`config.mk`:
```
export PLATFORM = sky130hd
export DESIGN_NAME = hex_operand_loader_flat
export DESIGN_NICKNAME = d
export VERILOG_FILES = /design/src/rtl/hex_operand_loader_if.sv /design/src/rtl/hex_operand_loader.sv /design/src/flat_wrapper.sv
export SDC_FILE = /design/constraint.sdc
export NUM_CORES = 1
export LEC_CHECK = 0
export BUFFER_PORTS_ARGS = -buffer_cell sky130_fd_sc_hd__clkbuf_2
export CORE_MARGIN = 3
export CORE_UTILIZATION = 40
export CTS_CLUSTER_DIAMETER = 150
export DETAILED_ROUTE_END_ITERATION = 6
export REMOVE_ABC_BUFFERS = 1
export SYNTH_ARGS = -nofsm -noshare
export SYNTH_HDL_FRONTEND = slang
export SYNTH_SLANG_ARGS = --single-unit
```
`constraint.sdc`:
```
create_clock -name clk -period 1.25 [get_ports clk]
set_clock_uncertainty 0.05 [all_clocks]
set_input_delay 0.0625 -clock clk [delete_from_list [all_inputs] [get_ports clk]]
set_output_delay 0.0625 -clock clk [all_outputs]
set_load 0.02 [all_outputs]
```
`src/rtl/hex_operand_loader_if.sv`:
```
// rtl/hex_operand_loader_if.sv - operand-entry bus between loader and comparator side
interface hex_operand_loader_if;
  logic [3:0] nibble_in;
  logic       load_btn;
  logic       clr;
  logic [3:0] a_hex;
  logic [3:0] b_hex;
  logic       a_loaded;
  logic       operands_valid;
  logic       cmp_strobe;
  logic       load_ack;

  // loader side: takes raw switches/button, drives the captured operands
  modport master (
    input  nibble_in, load_btn, clr,
    output a_hex, b_hex, a_loaded, operands_valid, cmp_strobe, load_ack
  );

  // user/comparator side: drives the raw inputs, consumes the operands
  modport slave (
    output nibble_in, load_btn, clr,
    input  a_hex, b_hex, a_loaded, operands_valid, cmp_strobe, load_ack
  );
endinterface

```
`src/rtl/hex_operand_loader.sv`:
```
// rtl/hex_operand_loader.sv - debounced push-button loader for comparator operands A/B
module hex_operand_loader #(
  parameter int DEBOUNCE_CYCLES = 16
) (
  input  logic                 clk,
  input  logic                 rst,
  hex_operand_loader_if.master bus
);

  localparam int CW = $clog2(DEBOUNCE_CYCLES);
  localparam logic [CW-1:0] CNT_MAX = CW'(DEBOUNCE_CYCLES - 1);

  typedef enum logic [1:0] {EMPTY, HAVE_A, FULL} state_t;

  logic [1:0]    btn_sync;
  logic [3:0]    nib_q1;
  logic [3:0]    nib_q2;
  logic          s_btn;
  logic [3:0]    s_nib;
  logic          deb_level;
  logic [CW-1:0] cnt;
  logic          evt;

  state_t     state;
  logic [3:0] a_hex_q;
  logic [3:0] b_hex_q;
  logic       a_loaded_q;
  logic       valid_q;
  logic       strobe_q;
  logic       ack_q;

  assign s_btn = btn_sync[1];
  assign s_nib = nib_q2;

  // Two-flop synchronizers for the asynchronous button and switch inputs
  always_ff @(posedge clk) begin
    if (rst) begin
      btn_sync <= 2'b00;
      nib_q1   <= 4'h0;
      nib_q2   <= 4'h0;
    end else begin
      btn_sync <= {btn_sync[0], bus.load_btn};
      nib_q1   <= bus.nibble_in;
      nib_q2   <= nib_q1;
    end
  end

  // Debouncer: accept a new level only after it has been stable long enough
  always_ff @(posedge clk) begin
    if (rst) begin
      deb_level <= 1'b0;
      cnt       <= '0;
    end else if (s_btn == deb_level) begin
      cnt <= '0;
    end else if (cnt == CNT_MAX) begin
      deb_level <= s_btn;
      cnt       <= '0;
    end else begin
      cnt <= cnt + 1'b1;
    end
  end

  // Debounced rising edge only; releases never generate a load
  assign evt = s_btn & ~deb_level & (cnt == CNT_MAX);

  // Operand capture FSM; clr abandons the entry and swallows a coincident event
  always_ff @(posedge clk) begin
    if (rst) begin
      state      <= EMPTY;
      a_hex_q    <= 4'h0;
      b_hex_q    <= 4'h0;
      a_loaded_q <= 1'b0;
      valid_q    <= 1'b0;
      strobe_q   <= 1'b0;
      ack_q      <= 1'b0;
    end else begin
      strobe_q <= 1'b0;
      ack_q    <= 1'b0;
      if (bus.clr) begin
        state      <= EMPTY;
        a_hex_q    <= 4'h0;
        b_hex_q    <= 4'h0;
        a_loaded_q <= 1'b0;
        valid_q    <= 1'b0;
      end else if (evt) begin
        ack_q <= 1'b1;
        case (state)
          EMPTY: begin
            a_hex_q    <= s_nib;
            a_loaded_q <= 1'b1;
            state      <= HAVE_A;
          end
          HAVE_A: begin
            b_hex_q  <= s_nib;
            valid_q  <= 1'b1;
            strobe_q <= 1'b1;
            state    <= FULL;
          end
          FULL: begin
            // B is retained so the comparator input does not glitch
            a_hex_q <= s_nib;
            valid_q <= 1'b0;
            state   <= HAVE_A;
          end
          default: begin
            state   <= EMPTY;
            valid_q <= 1'b0;
          end
        endcase
      end
    end
  end

  assign bus.a_hex          = a_hex_q;
  assign bus.b_hex          = b_hex_q;
  assign bus.a_loaded       = a_loaded_q;
  assign bus.operands_valid = valid_q;
  assign bus.cmp_strobe     = strobe_q;
  assign bus.load_ack       = ack_q;

endmodule

```
`src/flat_wrapper.sv`:
```
// flat-port wrapper written by rule: the top's interface ports become plain ports
module hex_operand_loader_flat 
#(
  parameter int DEBOUNCE_CYCLES = 16
)
  (clk, rst, bus_nibble_in, bus_load_btn, bus_clr, bus_a_hex, bus_b_hex, bus_a_loaded, bus_operands_valid, bus_cmp_strobe, bus_load_ack);
  hex_operand_loader_if bus_i ();
  input  logic clk;
  input  logic rst;
  input wire logic [$bits(bus_i.nibble_in)-1:0] bus_nibble_in;
  input wire logic [$bits(bus_i.load_btn)-1:0] bus_load_btn;
  input wire logic [$bits(bus_i.clr)-1:0] bus_clr;
  output wire logic [$bits(bus_i.a_hex)-1:0] bus_a_hex;
  output wire logic [$bits(bus_i.b_hex)-1:0] bus_b_hex;
  output wire logic [$bits(bus_i.a_loaded)-1:0] bus_a_loaded;
  output wire logic [$bits(bus_i.operands_valid)-1:0] bus_operands_valid;
  output wire logic [$bits(bus_i.cmp_strobe)-1:0] bus_cmp_strobe;
  output wire logic [$bits(bus_i.load_ack)-1:0] bus_load_ack;
  assign bus_i.nibble_in = bus_nibble_in;
  assign bus_i.load_btn = bus_load_btn;
  assign bus_i.clr = bus_clr;
  assign bus_a_hex = bus_i.a_hex;
  assign bus_b_hex = bus_i.b_hex;
  assign bus_a_loaded = bus_i.a_loaded;
  assign bus_operands_valid = bus_i.operands_valid;
  assign bus_cmp_strobe = bus_i.cmp_strobe;
  assign bus_load_ack = bus_i.load_ack;
  hex_operand_loader #(.DEBOUNCE_CYCLES(DEBOUNCE_CYCLES)) u_core (.clk(clk), .rst(rst), .bus(bus_i));
endmodule
```
==> results of run 1 <==
[per-layer routing]
layer	up-vias	part of all wire (%)	wire length (um)	track usage [%]
met5	-	0	0	0
met4	0	2.4	45	9.15
met3	6	6.6	122	6.73
met2	20	48	876	21.7
met1	360	43	792	14.9
li1	392	-	-	-
[cells in the final DEF (no fill, tap or decap), drive strengths merged, types with 2 or more instances in the layout]
cell type    synthesis  final
dlygate4sd3          0      6
o211ai               4      4
inv                  2      2
nor2b               10     10
mux2i                5      5
o21ai                4      4
nand2               11     11
buf                  1      8
dfxtp               29     29
ha                   2      2
nor2                 7      7
a21oi                3      3
clkbuf               3     26
[worst min path at each step]
stage | startpoint | endpoint
2_1_floorplan | rst | u_core.btn_sync[0]
3_5_place_dp | bus_nibble_in[2] | u_core.nib_q1[2]
4_1_cts | bus_clr | u_core.bus.load_ack
6_report | bus_clr | u_core.state[0]
5_1_grt | bus_clr | u_core.bus.load_ack
3_3_place_gp | bus_nibble_in[0] | u_core.nib_q1[0]
[report_power, final]
group          switching [mW]  internal, mW  total, mW
clock                   0.327         0.477      0.804
sequential            0.00493         0.939      0.944
combinational          0.0282        0.0390     0.0673
total                   0.360          1.46       1.82
[worst max-delay path, stage by stage, from the launching register on]
cell	delay (ns)
dfxtp_2	0.33
inv_2	0.05
ha_4	0.13
nand4_4	0.16
nor3b_4	0.26
mux2i_1	0.20
[metrics by stage]
| stage | power [mW] | std cells | hold slack, ns | instance area (um^2) | util, % |
|---|---|---|---|---|---|
| after floorplan | 0.987 | 91 | 0.0841 | 988 | - |
| after CTS | 1.83 | 160 | 0.0606 | 1370 | 59.6 |
| after detailed placement | 1.02 | 144 | 0.224 | 1160 | 50.7 |
| after global placement | 1.01 | 144 | 0.221 | 1160 | 50.7 |
| final | 1.82 | 160 | 0.0821 | 1390 | 60.5 |
| after global routing | 1.90 | 160 | 0.102 | 1390 | 60.5 |
[Yosys cell counts]
library cell  instances
buf_2                 1
o211ai_1              4
nand3b_2              1
dfxtp_1              29
nand2_1              11
xor2_1                1
nand4_2               1
and4_4                1
or2_1                 1
nor3_1                1
nor2_1                7
mux2i_1               5
nand2b_2              1
inv_1                 2
nand4b_1              1
o21ai_1               4
a211oi_1              1
clkbuf_1              3
nand3_1               1
nor3b_4               1
a311o_1               1
nor2b_1              10
xnor2_1               1
ha_1                  2
a21oi_1               3
o31ai_1               1
[final cells by class]
cell class	count	area [um^2]
Multi-Input combinational cell	60	452
Inverter	2	7.51
Timing Repair Buffer	33	223
Clock inverter	1	30.0
Tap cell	28	35.0
Clock buffer	7	55.1
Sequential cell	29	587
Fill cell	204	908
[timing repair]
item / CTS / global route
hold buffers: 6 / 0
endpoints found under the hold margin: 7 / 0
setup endpoints to repair: 12 / 9
pin swaps: 5 / 6
setup buffers: 2 / 0
resized for setup: 10 / 6
[flip-flops by register name, indices dropped and copies added (netlist names)]
signal and count:
u_core.bus.a_hex 4, u_core.bus.b_hex 4, u_core.cnt 4, u_core.nib_q1 4, u_core.nib_q2 4, u_core.btn_sync 2
u_core.state 2, u_core.bus.a_loaded 1, u_core.bus.cmp_strobe 1, u_core.bus.load_ack 1, u_core.bus.operands_valid 1, u_core.deb_level 1
[cells by family after synthesis]
logic type	Yosys count
flops	29
fa+ha+maj	2
buf+inv	6
simple gates	37
xor+xnor	2
compound gates	14
mux	5
==> reports/qor.yml, run 1 <==
worstSetupStartpoint: "u_core.deb_level"
status: "completed"
numClockSinks: 29
wl_um: 1840
r2r_setup_slack_ns: 0.007
antenna_found_initial: 0
synth_compound_area_share_pct: 8.97
cts_max_level: 2
syn_area_um2: 1000
ys_seq_area_share_pct: 57.8
drtIter0Drc: 10
ioPinCount: 20
cp.arrival_ns: 1.46
dp_slack_ns: -0.0867
tns_ns: 0
r2r_cells: 5
cts_buffer_depth: 2
grt_pass1_vias: 757
n_antenna_cell: 0
gp_congestion: 0.702
clkTransAtPathRegs_ns: 0.09
synth_top_area_share_pct: 57.8
avgSynthCellArea_um2: 10.6
drive_above_1_share_pct: 37.1
syn_inst: 95
root_buffer: "clkbuf_4"
track_usage_pct: 13.9
hold_depth: 3
grt_max_degree: 14
synth_seq_cells: 29
synth_xor_area_share_pct: 1.74
hold_viol: 0
critPathCaptureType: "register"
synthAdderAreaFrac_pct: 2.49
rsz0062_at_grt: "yes"
dp_hpwl_um: 1210
r2r-start: "u_core.deb_level"
required_ns: 1.47
grt_overflow: 0
rr_endpoint: "u_core.bus.b_hex[3]"
fin_crit_ns: 1.24
path_max_fanout: 6
viasPerCell: 4.86
start_kind: "register"
synth.area.top_cells: "dfxtp_1 (58%), nor2b_1 (6.2%), mux2i_1 (5.0%)"
postRouteAntennaNets: 0
start_util_pct: 43.7
power.density_nw_per_um2: 1310
ir_worst_vdd_mv: 0.924
synth_mux_area_share_pct: 4.98
cts_inserted_buffers: 5
grt_pass1_wl_um: 3310
port_buffers: 19
core_area_um2: 2300
yosys.area.top_type: "dfxtp_1"
drc_errors: 0
cts_tree: "yes"
synth_top_family_by_area: "simple AND/OR/NAND/NOR gates"
fmax_mhz: 804
synth-simple-area-share_pct: 21.7
synthDistinctLibCells: 26
fin_nets: 141
maxCapViolations: 0
die-area_um2: 3150
die_x_um: 56.1
rows: 17
path_class: "reg2reg"
setup-violations-final: 0
clock_latency_ns: 0.33
tightest_slew_ns: 0.362
fin_ws_ns: 0.00689
period_share_pct: 99.4
slew_headroom_pct: 75.8
p_leak_nw: 0.600
drtPass1Iterations: 4
via_count: 778
synth_warnings: 0
hold_class: "in2reg"
die_y_um: 56.1
syn_to_final_growth_pct: 38.2
wire_per_inst_um: 11.5
cp-endpoint: "u_core.bus.b_hex[3]"
final_max_slew_viol_count: 0
(Power assumes the default switching activity.)
==> run 2, diff against run 1 <==
--- a/config.mk
+++ b/config.mk
@@ -10,6 +10,7 @@
 export CORE_UTILIZATION = 40
 export CTS_CLUSTER_DIAMETER = 150
 export DETAILED_ROUTE_END_ITERATION = 6
+export MAX_ROUTING_LAYER = met4
 export REMOVE_ABC_BUFFERS = 1
 export SYNTH_ARGS = -nofsm -noshare
 export SYNTH_HDL_FRONTEND = slang
==> run 2 against run 1 <==
Effect of this change: global-route usage is 0.43 points higher; total power hardly changed; sequential share of layout area stayed put; clock power hardly changed; combinational power hardly changed; final cell count stayed put.
==> reports/qor.yml, run 2 (same netlist as run 1, synthesis figures left out) <==
status: "completed"
core_area_um2: 2300
r2r-start: "u_core.deb_level"
cts_tree: "yes"
postRouteAntennaNets: 0
antenna_found_initial: 0
period_share_pct: 99.3
critPathCaptureType: "register"
root_buffer: "clkbuf_4"
track_usage_pct: 14.4
min_to: "u_core.state[0]"
cts_buffer_depth: 2
hold_class: "in2reg"
total_power_mw: 1.82
rsz0062_at_grt: "yes"
hold_depth: 3
via_count: 779
final_max_slew_viol_count: 0
maxCapViolations: 0
power_frac_seq_pct: 52.0
fin_worst_hold_slack_ns: 0.0815
power.density_nw_per_um2: 1310
grt_max_degree: 14
slew_headroom_pct: 76.4
gp_congestion: 0.710
grt_overflow: 0
grt_pass1_wl_um: 3330
ir_worst_vdd_mv: 0.924
ioPinCount: 20
viasPerCell: 4.87
combPwrFrac_pct: 3.7
required_ns: 1.47
path_max_fanout: 6
rows: 17
fin_crit_ns: 1.24
drtPass1Iterations: 4
r2r_setup_slack_ns: 0.008
drive_above_1_share_pct: 37.1
wl_um: 1840
syn_to_final_growth_pct: 38.2
start_util_pct: 43.7
start_kind: "register"
tightest_slew_ns: 0.354
switching_share_pct: 19.8
setup-violations-final: 0
fmax_mhz: 805
cts_max_level: 2
clock_latency_ns: 0.33
rr_endpoint: "u_core.bus.b_hex[3]"
mostFrequentLayoutCells: "dfxtp_1 (24), clkbuf_2 (19), nand2_1 (11)"
clkTransAtPathRegs_ns: 0.09
cp.arrival_ns: 1.46
cts_inserted_buffers: 5
drc_errors: 0
fin_util_pct: 60.5
grt_pass1_vias: 757
die_x_um: 56.1
n_antenna_cell: 0
p_int_mw: 1.46
dp_hpwl_um: 1210
wire_per_inst_um: 11.5
layout_commonest_cell: "dfxtp_1"
numClockSinks: 29
min_from: "bus_clr"
r2r_cells: 5
power.switching_mw: 0.360
p_leak_nw: 0.600
drtIter0Drc: 13
die-area_um2: 3150
pwr-share-clk_pct: 44.3
hold_viol: 0
port_buffers: 19
die_y_um: 56.1
path_class: "reg2reg"
fin_nets: 141
-- run 2: per-stage QoR --
stage,std cells,setup TNS (ns),area (um^2),worst slack (ns)
2_1_floorplan,91,-0.186,988,-0.0924
3_3_place_gp,144,-0.139,1160,-0.0546
3_5_place_dp,144,-0.306,1160,-0.0867
4_1_cts,160,-0.00792,1370,-0.00792
5_1_grt,160,-0.254,1390,-0.0529
6_report,160,0,1390,0.00820
-- run 2: critical path, cell delays in order (launching register included) --
cell,delay [ns]
dfxtp_2,0.33
inv_2,0.05
ha_4,0.13
nand4_4,0.16
nor3b_4,0.25
mux2i_1,0.20
-- run 2: layout make-up --
type                    instances  area, um^2
well taps                      28        35.0
clock buffers                   7        55.1
flip-flops and latches         29         587
clock inverters                 1        30.0
repair buffers                 33         223
fillers                       204         908
multi-input cells              60         452
inverters                       2        7.51
-- run 2: power groups by stage --
stage	Combinational, mW	Clock (mW)	Sequential, mW
after floorplan	0.0234	0	0.964
after global placement	0.0500	0	0.964
after detailed placement	0.0508	0	0.964
after CTS	0.0682	0.820	0.944
after global routing	0.0756	0.879	0.947
final	0.0675	0.805	0.944
-- run 2: timing repair --
item | CTS | global route
cloned | 0 | 0
pin swaps | 5 | 6
resized for setup | 10 | 6
endpoints found under the hold margin | 7 | 0
setup endpoints to repair | 12 | 9
buffers inserted | 2 | 0
hold buffers | 6 | 0
-- run 2: how the worst max path moves through the flow --
stage | from | end | slack [ns] | cells past startpoint
finish | u_core.deb_level | u_core.bus.b_hex[3] | 0.008 | 5
global route | u_core.deb_level | u_core.bus.a_hex[0] | -0.05 | 6
CTS | u_core.cnt[1] | u_core.bus.b_hex[3] | -0.008 | 4
detailed placement | u_core.cnt[0] | u_core.bus.b_hex[3] | -0.09 | 4
global placement | u_core.cnt[0] | u_core.bus.b_hex[0] | -0.05 | 4
floorplan | u_core.cnt[0] | u_core.bus.b_hex[0] | -0.09 | 4
-- run 2: layer usage --
metal / up-vias / global-route usage [%] / share of wire (%)
li1: 393 / - / -
met1: 360 / 15.0 / 43
met2: 20 / 21.7 / 48
met3: 6 / 6.73 / 6.8
met4: 0 / 9.15 / 2.4
met5: - / - / 0
==> run 3, diff against run 2 <==
--- a/config.mk
+++ b/config.mk
@@ -5,11 +5,11 @@
 export SDC_FILE = /design/constraint.sdc
 export NUM_CORES = 1
 export LEC_CHECK = 0
-export BUFFER_PORTS_ARGS = -buffer_cell sky130_fd_sc_hd__clkbuf_2
 export CORE_MARGIN = 3
 export CORE_UTILIZATION = 40
 export CTS_CLUSTER_DIAMETER = 150
 export DETAILED_ROUTE_END_ITERATION = 6
+export DONT_BUFFER_PORTS = 1
 export MAX_ROUTING_LAYER = met4
 export REMOVE_ABC_BUFFERS = 1
 export SYNTH_ARGS = -nofsm -noshare
==> constraint.sdc (replaced) <==
create_clock -name clk -period 1.3 [get_ports clk]
set_clock_uncertainty 0.05 [all_clocks]
set_input_delay 0.065 -clock clk [delete_from_list [all_inputs] [get_ports clk]]
set_output_delay 0.065 -clock clk [all_outputs]
set_load 0.02 [all_outputs]
==> run 3 against run 2 <==
Effect of this change: combinational power shrank 18%; fmax grew 1.7%; wire length grew 0.49%; largest cell class unchanged; die area is the same; critical path type unchanged; sequential power shrank 3.8%; utilization shrank 4.9 points; critical path depth is the same.
==> reports/qor.yml, run 3 (same netlist as run 1, synthesis figures left out) <==
status: "completed"
cts_max_level: 2
fin_crit_ns: 1.22
power.switching_mw: 0.343
combPwrFrac_pct: 3.5
root_buffer: "clkbuf_4"
fin_nets: 122
drtPass1Iterations: 4
drive_above_1_share_pct: 24.8
required_ns: 1.47
hold_depth: 4
die_y_um: 56.1
hold_viol: 0
fin_ws_ns: 0.0789
fmax_mhz: 819
via_count: 703
ir_worst_vdd_mv: 0.907
ioPinCount: 20
path_class: "reg2reg"
dp_hpwl_um: 1180
grt_max_degree: 15
viasPerCell: 4.99
min_to: "u_core.bus.a_loaded"
min_from: "bus_clr"
grt_pass1_wl_um: 3060
core_area_um2: 2300
setup-violations-final: 0
tightest_slew_ns: 0.497
mostFrequentLayoutCells: "dfxtp_1 (25), nand2_1 (11), nor2b_1 (10)"
wl_um: 1850
syn_to_final_growth_pct: 27.0
drtIter0Drc: 16
placed_area_um2: 1070
grt_overflow: 0
rr_endpoint: "u_core.bus.b_hex[2]"
period_share_pct: 93.9
rsz0062_at_grt: "no"
p_leak_nw: 0.513
maxCapViolations: 0
pwr-share-clk_pct: 39.4
cts_inserted_buffers: 5
r2r_setup_slack_ns: 0.08
drc_errors: 0
fillCellCount: 207
gp_congestion: 0.689
cts_tree: "yes"
cp.arrival_ns: 1.39
final_max_slew_viol_count: 0
die_x_um: 56.1
dp_slack_ns: -0.0817
numClockSinks: 29
switching_share_pct: 21.5
grt_pass1_vias: 666
slew_headroom_pct: 66.7
power.density_nw_per_um2: 1250
layout_commonest_cell: "dfxtp_1"
path_max_fanout: 4
finalInstanceArea_um2: 1280
wire_per_inst_um: 13.1
worstSetupStartpoint: "u_core.deb_level"
rows: 17
clkTransAtPathRegs_ns: 0.09
die-area_um2: 3150
critPathCaptureType: "register"
power_frac_seq_pct: 57.1
track_usage_pct: 13.7
cts_buffer_depth: 2
antenna_found_initial: 0
r2r_cells: 5
postRouteAntennaNets: 0
hold_class: "in2reg"
port_buffers: 0
start_kind: "register"
p_int_mw: 1.25
start_util_pct: 43.7
r2r-start: "u_core.deb_level"
clock_latency_ns: 0.33
n_antenna_cell: 0
run 3: area by class of cell:
class,instances,area (um^2),share of cell area [%]
flip-flops and latches,29,586,45.9
multi-input cells,60,452,35.4
repair buffers,14,126,9.90
clock buffers,7,65.1,5.10
well taps,28,35.0,2.75
inverters,2,7.51,0.588
clock inverters,1,5.00,0.392
run 3: worst max path at each step:
stage / end / slack, ns / cells after the start
after CTS: u_core.bus.a_loaded / 0.0004 / 4
after global placement: u_core.bus.b_hex[0] / 0.009 / 4
after floorplan: u_core.bus.b_hex[0] / -0.04 / 4
after detailed placement: u_core.bus.b_hex[0] / -0.08 / 4
after global routing: u_core.state[1] / 0.0004 / 6
final: u_core.bus.b_hex[2] / 0.08 / 5
run 3: repair_timing:
| action | in CTS | in global routing |
|---|---|---|
| endpoints found under the hold margin | 21 | 0 |
| pin swaps | 3 | 7 |
| hold buffers | 7 | 0 |
| setup endpoints to repair | 7 | 16 |
| gates cloned | 0 | 0 |
| setup buffers | 1 | 0 |
| gates resized for setup | 4 | 10 |
run 3: power groups by stage:
stage,registers [mW],clock network [mW],logic (mW)
finish,0.908,0.626,0.0556
global route,0.910,0.704,0.0621
CTS,0.907,0.647,0.0533
detailed placement,0.927,0,0.0304
global placement,0.927,0,0.0302
floorplan,0.927,0,0.0225
run 3: through the flow:
step | power [mW] | hold WS [ns] | std cells | utilization, % | TNS (ns)
final | 1.59 | 0.0356 | 141 | 55.6 | 0
after floorplan | 0.949 | 0.0866 | 91 | - | -0.0848
after global placement | 0.957 | 0.0888 | 125 | 46.5 | 0
after global routing | 1.68 | 0.0347 | 141 | 55.6 | 0
after CTS | 1.61 | 0.0243 | 141 | 53.9 | 0
after detailed placement | 0.958 | 0.0894 | 125 | 46.5 | -0.130
run 3: worst max-delay path: stages, from the launching register on:
cell      delay, ns
dfxtp_2        0.34
inv_2          0.06
ha_4           0.13
and4_4         0.27
nand3b_4       0.12
mux2i_1        0.14
run 3: routing by layer:
metal / GRT usage, % / part of all wire [%] / vias up
met4: 7.12 / 1.2 / 0
met5: - / 0 / -
met1: 13.0 / 42 / 325
li1: - / - / 358
met3: 7.89 / 5.7 / 4
met2: 22.0 / 51 / 16
